[src/rtl/nrx_vram_pkg.sv]
// Shared constants and types for the VRAM time-division arbiter.
// Phase numbering follows the four VCLKx4 cycles of one pixel period.
package nrx_vram_pkg;

    localparam int BANK_W     = 8;
    localparam int BANK_DEPTH = 2048;
    localparam int ADR_W      = $clog2(BANK_DEPTH);

    localparam logic [1:0] PH_VID  = 2'd0;
    localparam logic [1:0] PH_VCAP = 2'd1;
    localparam logic [1:0] PH_CPU  = 2'd2;
    localparam logic [1:0] PH_CCAP = 2'd3;

    typedef enum logic [1:0] {
        IDLE,
        PEND,
        ISSUE,
        DONE
    } cpu_state_e;

endpackage

[src/rtl/nrx_slot_timer.sv]
// Pixel phase counter with line realignment; decodes which phase belongs to
// the scanner and which to the CPU for the current pixel.
module nrx_slot_timer
    import nrx_vram_pkg::*;
(
    input  logic clk_i,
    input  logic rst_n_i,
    input  logic linest_i,
    input  logic vblk_i,
    output logic vid_slot_o,
    output logic cpu_slot_o,
    output logic vcap_o
);

    logic [1:0] ph_q;
    logic [1:0] ph_d;
    logic [1:0] phase;
    logic       vcap_q;

    // The LINEST cycle itself is treated as phase 0.
    assign phase = linest_i ? PH_VID : ph_q;

    always_comb begin
        ph_d = ph_q + 2'd1;
        if (linest_i) begin
            ph_d = PH_VCAP;
        end else if (ph_q == PH_CCAP) begin
            ph_d = PH_VID;
        end
    end

    assign vid_slot_o = rst_n_i && (phase == PH_VID) && !vblk_i;
    assign cpu_slot_o = (phase == PH_CPU) || ((phase == PH_VID) && vblk_i);
    assign vcap_o     = vcap_q;

    always_ff @(posedge clk_i or negedge rst_n_i) begin
        if (!rst_n_i) begin
            ph_q   <= PH_VID;
            vcap_q <= 1'b0;
        end else begin
            ph_q   <= ph_d;
            vcap_q <= vid_slot_o;
        end
    end

endmodule

[src/rtl/nrx_vram_arbiter.sv]
// Shares the code/attribute VRAM banks between the video scanner and the Z80,
// stretching CPU cycles with WAITn until the granted access completes.
module nrx_vram_arbiter
    import nrx_vram_pkg::*;
(
    input  logic              clk_i,
    input  logic              rst_n_i,
    input  logic              linest_i,
    input  logic              vblk_i,
    input  logic [ADR_W-1:0]  vadr_i,
    output logic [BANK_W-1:0] vchr_o,
    output logic [BANK_W-1:0] vatr_o,
    output logic              vval_o,
    input  logic              creq_i,
    input  logic              cwe_i,
    input  logic [ADR_W:0]    cadr_i,
    input  logic [BANK_W-1:0] cdi_i,
    output logic [BANK_W-1:0] cdo_o,
    output logic              cack_o,
    output logic              waitn_o,
    output logic [ADR_W-1:0]  radr_o,
    output logic              rce0_o,
    output logic              rce1_o,
    output logic              rwe_o,
    output logic [BANK_W-1:0] rdo_o,
    input  logic [BANK_W-1:0] rdi0_i,
    input  logic [BANK_W-1:0] rdi1_i
);

    logic              vid_slot;
    logic              cpu_slot;
    logic              vid_cap;
    logic              grant;
    cpu_state_e        state_q;
    cpu_state_e        state_d;
    logic              bank_q;
    logic              we_q;
    logic [BANK_W-1:0] vchr_q;
    logic [BANK_W-1:0] vatr_q;
    logic [BANK_W-1:0] cdo_q;
    logic [BANK_W-1:0] rdi_sel;

    nrx_slot_timer u_slot_timer (
        .clk_i      (clk_i),
        .rst_n_i    (rst_n_i),
        .linest_i   (linest_i),
        .vblk_i     (vblk_i),
        .vid_slot_o (vid_slot),
        .cpu_slot_o (cpu_slot),
        .vcap_o     (vid_cap)
    );

    always_comb begin
        state_d = state_q;
        grant   = 1'b0;
        case (state_q)
            IDLE:    if (creq_i) state_d = PEND;
            PEND: begin
                if (!creq_i) begin
                    state_d = IDLE;
                end else if (cpu_slot) begin
                    grant   = 1'b1;
                    state_d = ISSUE;
                end
            end
            ISSUE:   state_d = DONE;
            DONE:    if (!creq_i) state_d = IDLE;
            default: state_d = IDLE;
        endcase
    end

    // Video and CPU slots are disjoint, so at most one branch drives the RAM.
    always_comb begin
        radr_o = '0;
        rce0_o = 1'b0;
        rce1_o = 1'b0;
        rwe_o  = 1'b0;
        rdo_o  = '0;
        if (vid_slot) begin
            radr_o = vadr_i;
            rce0_o = 1'b1;
            rce1_o = 1'b1;
        end else if (grant) begin
            radr_o = cadr_i[ADR_W-1:0];
            rce0_o = !cadr_i[ADR_W];
            rce1_o = cadr_i[ADR_W];
            rwe_o  = cwe_i;
            rdo_o  = cdi_i;
        end
    end

    always_ff @(posedge clk_i or negedge rst_n_i) begin
        if (!rst_n_i) begin
            state_q <= IDLE;
            bank_q  <= 1'b0;
            we_q    <= 1'b0;
            vchr_q  <= '0;
            vatr_q  <= '0;
            cdo_q   <= '0;
        end else begin
            state_q <= state_d;
            if (grant) begin
                bank_q <= cadr_i[ADR_W];
                we_q   <= cwe_i;
            end
            if (vid_cap) begin
                vchr_q <= rdi0_i;
                vatr_q <= rdi1_i;
            end
            if ((state_q == ISSUE) && !we_q) begin
                cdo_q <= rdi_sel;
            end
        end
    end

    // Captured data is forwarded in the capture cycle and held afterwards.
    assign rdi_sel = bank_q ? rdi1_i : rdi0_i;
    assign vval_o  = vid_cap;
    assign vchr_o  = vid_cap ? rdi0_i : vchr_q;
    assign vatr_o  = vid_cap ? rdi1_i : vatr_q;
    assign cack_o  = (state_q == ISSUE);
    assign cdo_o   = ((state_q == ISSUE) && !we_q) ? rdi_sel : cdo_q;
    assign waitn_o = !(rst_n_i && creq_i && ((state_q == IDLE) || (state_q == PEND)));

endmodule
[config.mk]
export PLATFORM = sky130hd
export DESIGN_NAME = nrx_vram_arbiter
export DESIGN_NICKNAME = d
export VERILOG_FILES = /design/src/rtl/nrx_vram_pkg.sv /design/src/rtl/nrx_slot_timer.sv /design/src/rtl/nrx_vram_arbiter.sv
export SDC_FILE = /design/constraint.sdc
export NUM_CORES = 1
export LEC_CHECK = 0
export CORE_AREA = 2 2 66 68
export DETAILED_ROUTE_END_ITERATION = 10
export DIE_AREA = 0 0 68 70
export GPL_TIMING_DRIVEN = 0
export PLACE_DENSITY_LB_ADDON = 0.3
export SETUP_SLACK_MARGIN = 0.2
export SKIP_CTS_REPAIR_TIMING = 1
export SLEW_MARGIN = 20
export SYNTH_ARGS = -nofsm -noshare
export SYNTH_HDL_FRONTEND = slang
export SYNTH_SLANG_ARGS = --single-unit
[constraint.sdc]
create_clock -name clk_i -period 2.5 [get_ports clk_i]
set_input_delay 0.375 -clock clk_i [delete_from_list [all_inputs] [get_ports clk_i]]
set_output_delay 0.375 -clock clk_i [all_outputs]
set_load 0.02 [all_outputs]
**Word-level counts from Yosys, hierarchy flattened**

Cells that the tools add are included.

- Register bits: 31
- Bits in latches: 0
- Bits in writable memories: 0
- Memory bits (read-only): 0
- Input port bits: 53
- Output and inout bits: 49
- Logic and storage cells: 57
- Memories kept: 0

- $add $sub $neg: 1
- $mul: 0
- Div/mod/pow operators: 0
- Order comparisons: 0
- Equal/unequal tests: 8
- Shifts and indexed selects: 0
- Multiplexer cells: 25
- Bitwise operators: 0
- Reduce and logical (&&, ||, !) cells: 15

Operators with widths:

| operator | count |
|---|---|
| 2-to-1 mux 8 bit | 6 |
| 2-to-1 mux 11 bit | 2 |
| 2-to-1 mux 2 bit | 7 |
| 2-to-1 mux 1 bit | 9 |
| equality test 2 bit (second input constant) | 4 |
| case mux 2 bit (4 select lines) | 1 |
| logical AND 1 bit | 6 |
| zero test 1 bit | 4 |
| zero test 2 bit | 2 |
| != test 2 bit (second input constant) | 2 |
| != test 3 bit (second input constant) | 1 |
| AND reduction 3 bit | 1 |
| adder 2 x 1 -> 2 bit (second input constant) | 1 |
| equality test 2 x 1 -> 1 bit (second input constant) | 1 |
| logical OR 1 bit | 2 |

**Logic depth before layout (Yosys ltp)**

Gate-level depths: netlist (run 1).

- Word-level depth: 9
- Mapped depth: 5
- Mapped depth without buffers: 3

**Cells and area by module**

Synthesis (run 1) repeated with hierarchy kept, for this count alone.

- Cell total of the unflattened synthesis: 136
- Area, all modules: 1,612.8 µm²

By module, submodules not included:

| module | instances | cells each | area each (µm²) | seq. area each (µm²) |
|---|---|---|---|---|
| nrx_vram_arbiter | 1 | 124 | 1,468.9 | 700.7 |
| nrx_slot_timer | 1 | 12 | 143.9 | 75.1 |

**Least setup slack after synthesis (run 1)**

OpenSTA, ideal clock, no wires.

- Path kind: flip-flop to output port
- From: register state_q[0]
- To: output cdo_o[5]
- Data arrival time: 1.352 ns
- Data required time: 2.125 ns
- Path slack: 0.773 ns
- Cell stages (with the launch flop): 5
- Buffers on the path: 1
- Cell sequence: dfrtp_1 nor3b_2 buf_4 nor2_1 a21oi_1

- Longest elaborated chain between the ends: 3

RTL lines:

| what | RTL line | text |
|---|---|---|
| start, declared | nrx_vram_arbiter.sv:34 | `cpu_state_e state_q;` |
| start signal, assigned | nrx_vram_arbiter.sv:101 | `state_q <= state_d;` |
| equality test 2 bit | nrx_vram_arbiter.sv:122 | `assign cdo_o = ((state_q == ISSUE) && !we_q) ? rdi_sel : cdo_q;` |
| logical AND 1 bit | nrx_vram_arbiter.sv:122 |  |
| 2-to-1 mux 8 bit | - |  |
| end, declared | nrx_vram_arbiter.sv:18 | `output logic [BANK_W-1:0] cdo_o,` |

No other way between the ends.

==> metrics.txt, run 1 <==
Rel. slew slack=79.34%; die footprint=0.004760 mm2; DR DRC count=0; Fill cells=365; maxcap violations=0; Synth Area per Inst=12.42 um2; root buf cell=clkbuf_8; Worst-path clk slew=70 ps; overall power=2.056 mW; CTS tree=built; die width=68 um; CTS Buf Count=5; number of synthesized flops with an enable pin=0; initial antenna violation count=0; clk_lat worst skew=290 ps; gp weighted congestion=0.7383; top cell type by total area after synthesis=dfrtp_1; Post-synth top cells=dfrtp_1, mux2_2, a22o_1; Min Clock Period, post-route=2219 ps; clock tree buffer depth=2; Final Cycle Share=88.77%; synth-to-layout area growth=88.58%; Placement Setup Slack=-175.1 ps; leakage=1.659 nW; Seq cells post-synth=31; largest net degree at the start of global routing=31; Yosys top cell area share=52.06%; vias in the first global route=1319; crit path DAT=1840 ps; clock skew=5.777 ps; final hold violations=0; sequential area share after synthesis=52.06%; # rows=24; Ys Warns=0; drt wl/cell=14.54 um; synthesized area=0.001490 mm2; first-pass GRT wire length=6375 um; post-synthesis cell count=120; RSZ-0062 raised after global routing=no; outcome=finished, final reports clean; final WL=4172 um; antenna viol nets, final=0; fmax=450.6 MHz; Async S/R FF share, synth=100.0%; Post-Syn Nets=174; grt ovf=0; Initial DRT Pass Iterations=4; H-tree levels=2; Cell variety after synth=24; core footprint=0.004144 mm2; I/O Buffers=101; actual slew at the worst max-slew pin=309.8 ps; share of cells above drive strength 1=17.45%; PD cells=731.6 mW/mm2; 1st-iter DRT viols=64; Hold Crit Class=input pin to async pin; most frequent cell after synthesis=dfrtp_1; peak supply drop=428.6 uV; DR vias/cell=4.599; Die Height=70 um; CP max FO=10; Setup crit end kind=primary output; final net count=288; initial core utilization=35.96%; Antenna Cells=0; io pins=102; ys flop type=dfrtp_1; DP HPWL=3087 um; synth top area cells=dfrtp_1, mux2_2, a22o_1; Crit Path Category=flop to primary output; clk sinks=31; DR vias=1320; Worst Path Required=2120 ps; crit path setup slack, layout=280.7 ps; max-slew violations=0; r2r worst-path depth=4; final setup vio count=0; Startpoint Class=flop; GRT Util Overall=17.92%
## cell families (layout without fill, tap and decap cells)
group	after synthesis	after routing	synth area share (%)
simple gates	26	26	10.33
flops	31	31	52.06
fa+ha+maj	1	1	0.8395
buf+inv	9	124	4.281
mux	26	26	18.98
compound gates	27	27	13.52
## sequential cells by signal, summed over array words and instances, names as in the netlist, named ones only
name                 count
bank_q                   1
state_q                  1
cdo_q                    8
vchr_q                   8
we_q                     1
u_slot_timer.vcap_o      1
u_slot_timer.ph_q        2
vatr_q                   8
## layout make-up
| cell class | instances | area, um2 | share of cell area [%] |
|---|---|---|---|
| Multi-Input combinational cell | 80 | 656.9 | 23.37 |
| Timing Repair Buffer | 107 | 1161 | 41.32 |
| Tap cell | 52 | 65.06 | 2.315 |
| Inverter | 1 | 3.754 | 0.1336 |
| Clock buffer | 7 | 76.32 | 2.716 |
| Sequential cell | 31 | 775.7 | 27.60 |
| Buffer | 8 | 66.31 | 2.360 |
| Clock inverter | 1 | 5.005 | 0.1781 |
## power breakdown
group	switching (mW)	internal (mW)
sequential	0.0536	0.644
clock	0.184	0.195
combinational	0.472	0.507
total	0.709	1.35
## worst paths after layout
check / from / slack [ps] / end
worst max-delay path: flop / 280 / rce1_o
worst min-delay path: rst_n_i / 30 / vchr_q[2]
worst max register to register: flop / 1030 / bank_q
worst min register to register: vchr_q[4] / 490 / vchr_q[4]
max in group asynchronous: rst_n_i / 1880 / vatr_q[0]
min in group clk_i: linest_i / 340 / u_slot_timer.ph_q[1]
## layer usage
layer / wire (um) / up-vias / GRT usage (%)
li1: - / 658 / -
met1: 1724 / 616 / 22.26
met2: 2155 / 36 / 28.80
met3: 184 / 10 / 4.509
met4: 107 / 0 / 8.000
met5: 0 / - / 0
## stage by stage
step	instances	instance area [um2]	setup TNS, ps	hold slack (ps)	utilization (%)
2_1_floorplan	120	1490	0	79.41	-
3_3_place_gp	273	2566	-16280	479.8	61.93
3_5_place_dp	274	2581	-2917	198.9	62.29
4_1_cts	282	2663	-3347	-115.2	64.25
5_1_grt	287	2810	0	40.75	67.81
6_report	287	2810	0	27.88	67.81
## cell usage in the layout (no fill, tap or decap), types with 7 or more instances in the layout
master and n:
a21oi_1 8, clkdlybuf4s50_1 59, mux2i_1 8, buf_4 7, a22o_1 11, mux2_2 18
and2_1 9, dfrtp_1 31, nor2_1 8, dlymetal6s2s_1 40
## critical path: stages (launching register included)
cell and delay [ps]:
dfrtp_1 410, and2b_1 220, o2111a_2 260, buf_4 140
buf_4 160, a21o_1 130, dlymetal6s2s_1 240
No activity file was read; power rests on OpenSTA's default activity.
==> run 2, diff against run 1 <==
- MAX_ROUTING_LAYER: unset -> met4
==> run 2 against run 1 <==
Cell area stayed put; core utilization stayed put; total power is 0.11% lower; worst hold slack better by 2.3 ps; first-iteration DRC count stayed put; global-route usage is 0.49 points higher; non-clock buffer count stayed put; wire length is 0.67% lower; clock skew is 1.2 ps lower; register-to-register slack hardly changed; cell count stayed put; critical path type unchanged.
==> metrics.txt, run 2 (same netlist as run 1, synthesis figures left out) <==
outcome=finished, final reports clean; DR vias=1316 (-0.30%); most frequent cells in the layout=clkdlybuf4s50_1, dlymetal6s2s_1, dfrtp_1; I/O Buffers=101 (unchanged); die width=68 um (unchanged); Initial DRT Pass Iterations=3 (-1); Crit Path Category=flop to primary output; WL met2=2154 um (about the same); synth-to-layout area growth=88.58% (unchanged); PD cells=730.7 mW/mm2 (-0.11%); initial antenna violation count=0 (unchanged); Hold Crit Class=input pin to async pin; H-tree levels=2 (unchanged); final hold violations=0 (unchanged); Largest regs=cdo_q (8), vatr_q (8), vchr_q (8); first-pass GRT wire length=6382 um (+0.11%); Max Used Layer=met4; drt wl/cell=14.44 um (-0.67%); Clock Power Share=18.4% (about the same); initial core utilization=35.96% (unchanged); clock tree buffer depth=2 (unchanged); core footprint=0.004144 mm2 (unchanged); Worst-path clk slew=60 ps (about the same); Setup TNS=0 ps (unchanged); met3 WL=171 um (-7.1%); Worst Path Required=2120 ps (about the same); vias in the first global route=1318 (-0.076%); Startpoint Class=flop; DR vias/cell=4.585 (-0.30%); GRT Util Overall=18.41% (+0.49 points); actual slew at the worst max-slew pin=308.8 ps (-1.018 ps); max-slew violations=0 (unchanged); Final Util=67.81% (unchanged); fmax=450.7 MHz (about the same); CP max FO=10 (unchanged); clk_lat worst skew=290 ps (about the same); Setup crit end kind=primary output; Fill cells=365 (unchanged); Min Clock Period, post-route=2219 ps (-0.3320 ps); wl on met1=1710 um (-0.81%); Int Pwr=1.347 mW (about the same); # rows=24 (unchanged); largest net degree at the start of global routing=31 (unchanged); maxcap violations=0 (unchanged); final WL=4144 um (-0.67%); clock skew=4.576 ps (-1.201 ps); share of cells above drive strength 1=17.45% (unchanged); final setup vio count=0 (unchanged); antenna viol nets, final=0 (unchanged); die footprint=0.004760 mm2 (unchanged); worst hold margin=30.22 ps (+2.337 ps); Sw Share=34.43% (-0.073 points); RSZ-0062 raised after global routing=no; leakage=1.659 nW (unchanged); Sequential Power Share=34.0% (about the same); peak supply drop=428.5 uV (about the same); Rel. slew slack=79.41% (about the same); Final Cycle Share=88.76% (about the same); Area after DPL=0.002581 mm2 (unchanged); Antenna Cells=0 (unchanged); cell area after layout=0.002810 mm2 (unchanged); Die Height=70 um (unchanged); grt ovf=0 (unchanged); gp weighted congestion=0.7475 (+1.2%); clk sinks=31 (unchanged); overall power=2.054 mW (-0.11%); DR DRC count=0 (unchanged); commonest non-fill, non-tap cell in the layout=clkdlybuf4s50_1; flop-to-flop setup slack=1030 ps (about the same); root buf cell=clkbuf_8; io pins=102 (unchanged); 1st-iter DRT viols=64 (unchanged); combinational power share=47.7% (about the same); CTS tree=built; crit path DAT=1840 ps (about the same); CTS Buf Count=5 (unchanged); final net count=288 (unchanged); NetSw=0.7070 mW (-0.33%); DP HPWL=3087 um (unchanged)
[run 2: final cells by class]
type                    count  area, um2  area share [%]
well taps                  52      65.06           2.315
clock inverters             1      5.005          0.1781
inverters                   1      3.754          0.1336
plain buffers               8      66.31           2.360
multi-input cells          80      656.9           23.37
repair buffers            107       1161           41.32
flip-flops and latches     31      775.7           27.60
clock buffers               7      76.32           2.716
[run 2: worst max-delay path, stage by stage, from the launching register on]
cell and delay, ps:
dfrtp_1 410, and2b_1 220, o2111a_2 260, buf_4 140
buf_4 160, a21o_1 130, dlymetal6s2s_1 240
[run 2: per-stage QoR]
| stage | instances | worst slack (ps) |
|---|---|---|
| floorplan | 120 | 773.5 |
| global placement | 273 | -1165 |
| detailed placement | 274 | -175.1 |
| CTS | 282 | -224.2 |
| global route | 287 | 201.1 |
| finish | 287 | 281.0 |
[run 2: final timing paths]
check,from,endpoint,cells past startpoint
min in group clk_i,linest_i,u_slot_timer.ph_q[1],2
setup reg to reg,flop,bank_q,4
hold / removal,rst_n_i,vchr_q[2],2
max in group asynchronous,rst_n_i,vatr_q[0],2
hold reg to reg,vchr_q[4],vchr_q[4],1
setup / recovery,flop,rce1_o,6
[run 2: routing by layer]
metal | vias to the layer above | global-route usage [%]
met5 | - | -
met4 | 0 | 8.000
met3 | 10 | 4.348
met2 | 35 | 28.80
met1 | 612 | 22.36
li1 | 659 | -
[run 2: power groups by stage]
stage / clock [mW] / sequential (mW) / combinational (mW)
6_report: 0.377 / 0.698 / 0.979
5_1_grt: 0.417 / 0.714 / 1.05
4_1_cts: 0.391 / 0.695 / 1.00
3_5_place_dp: 0 / 0.705 / 0.998
3_3_place_gp: 0 / 0.697 / 0.987
2_1_floorplan: 0 / 0.690 / 0.538
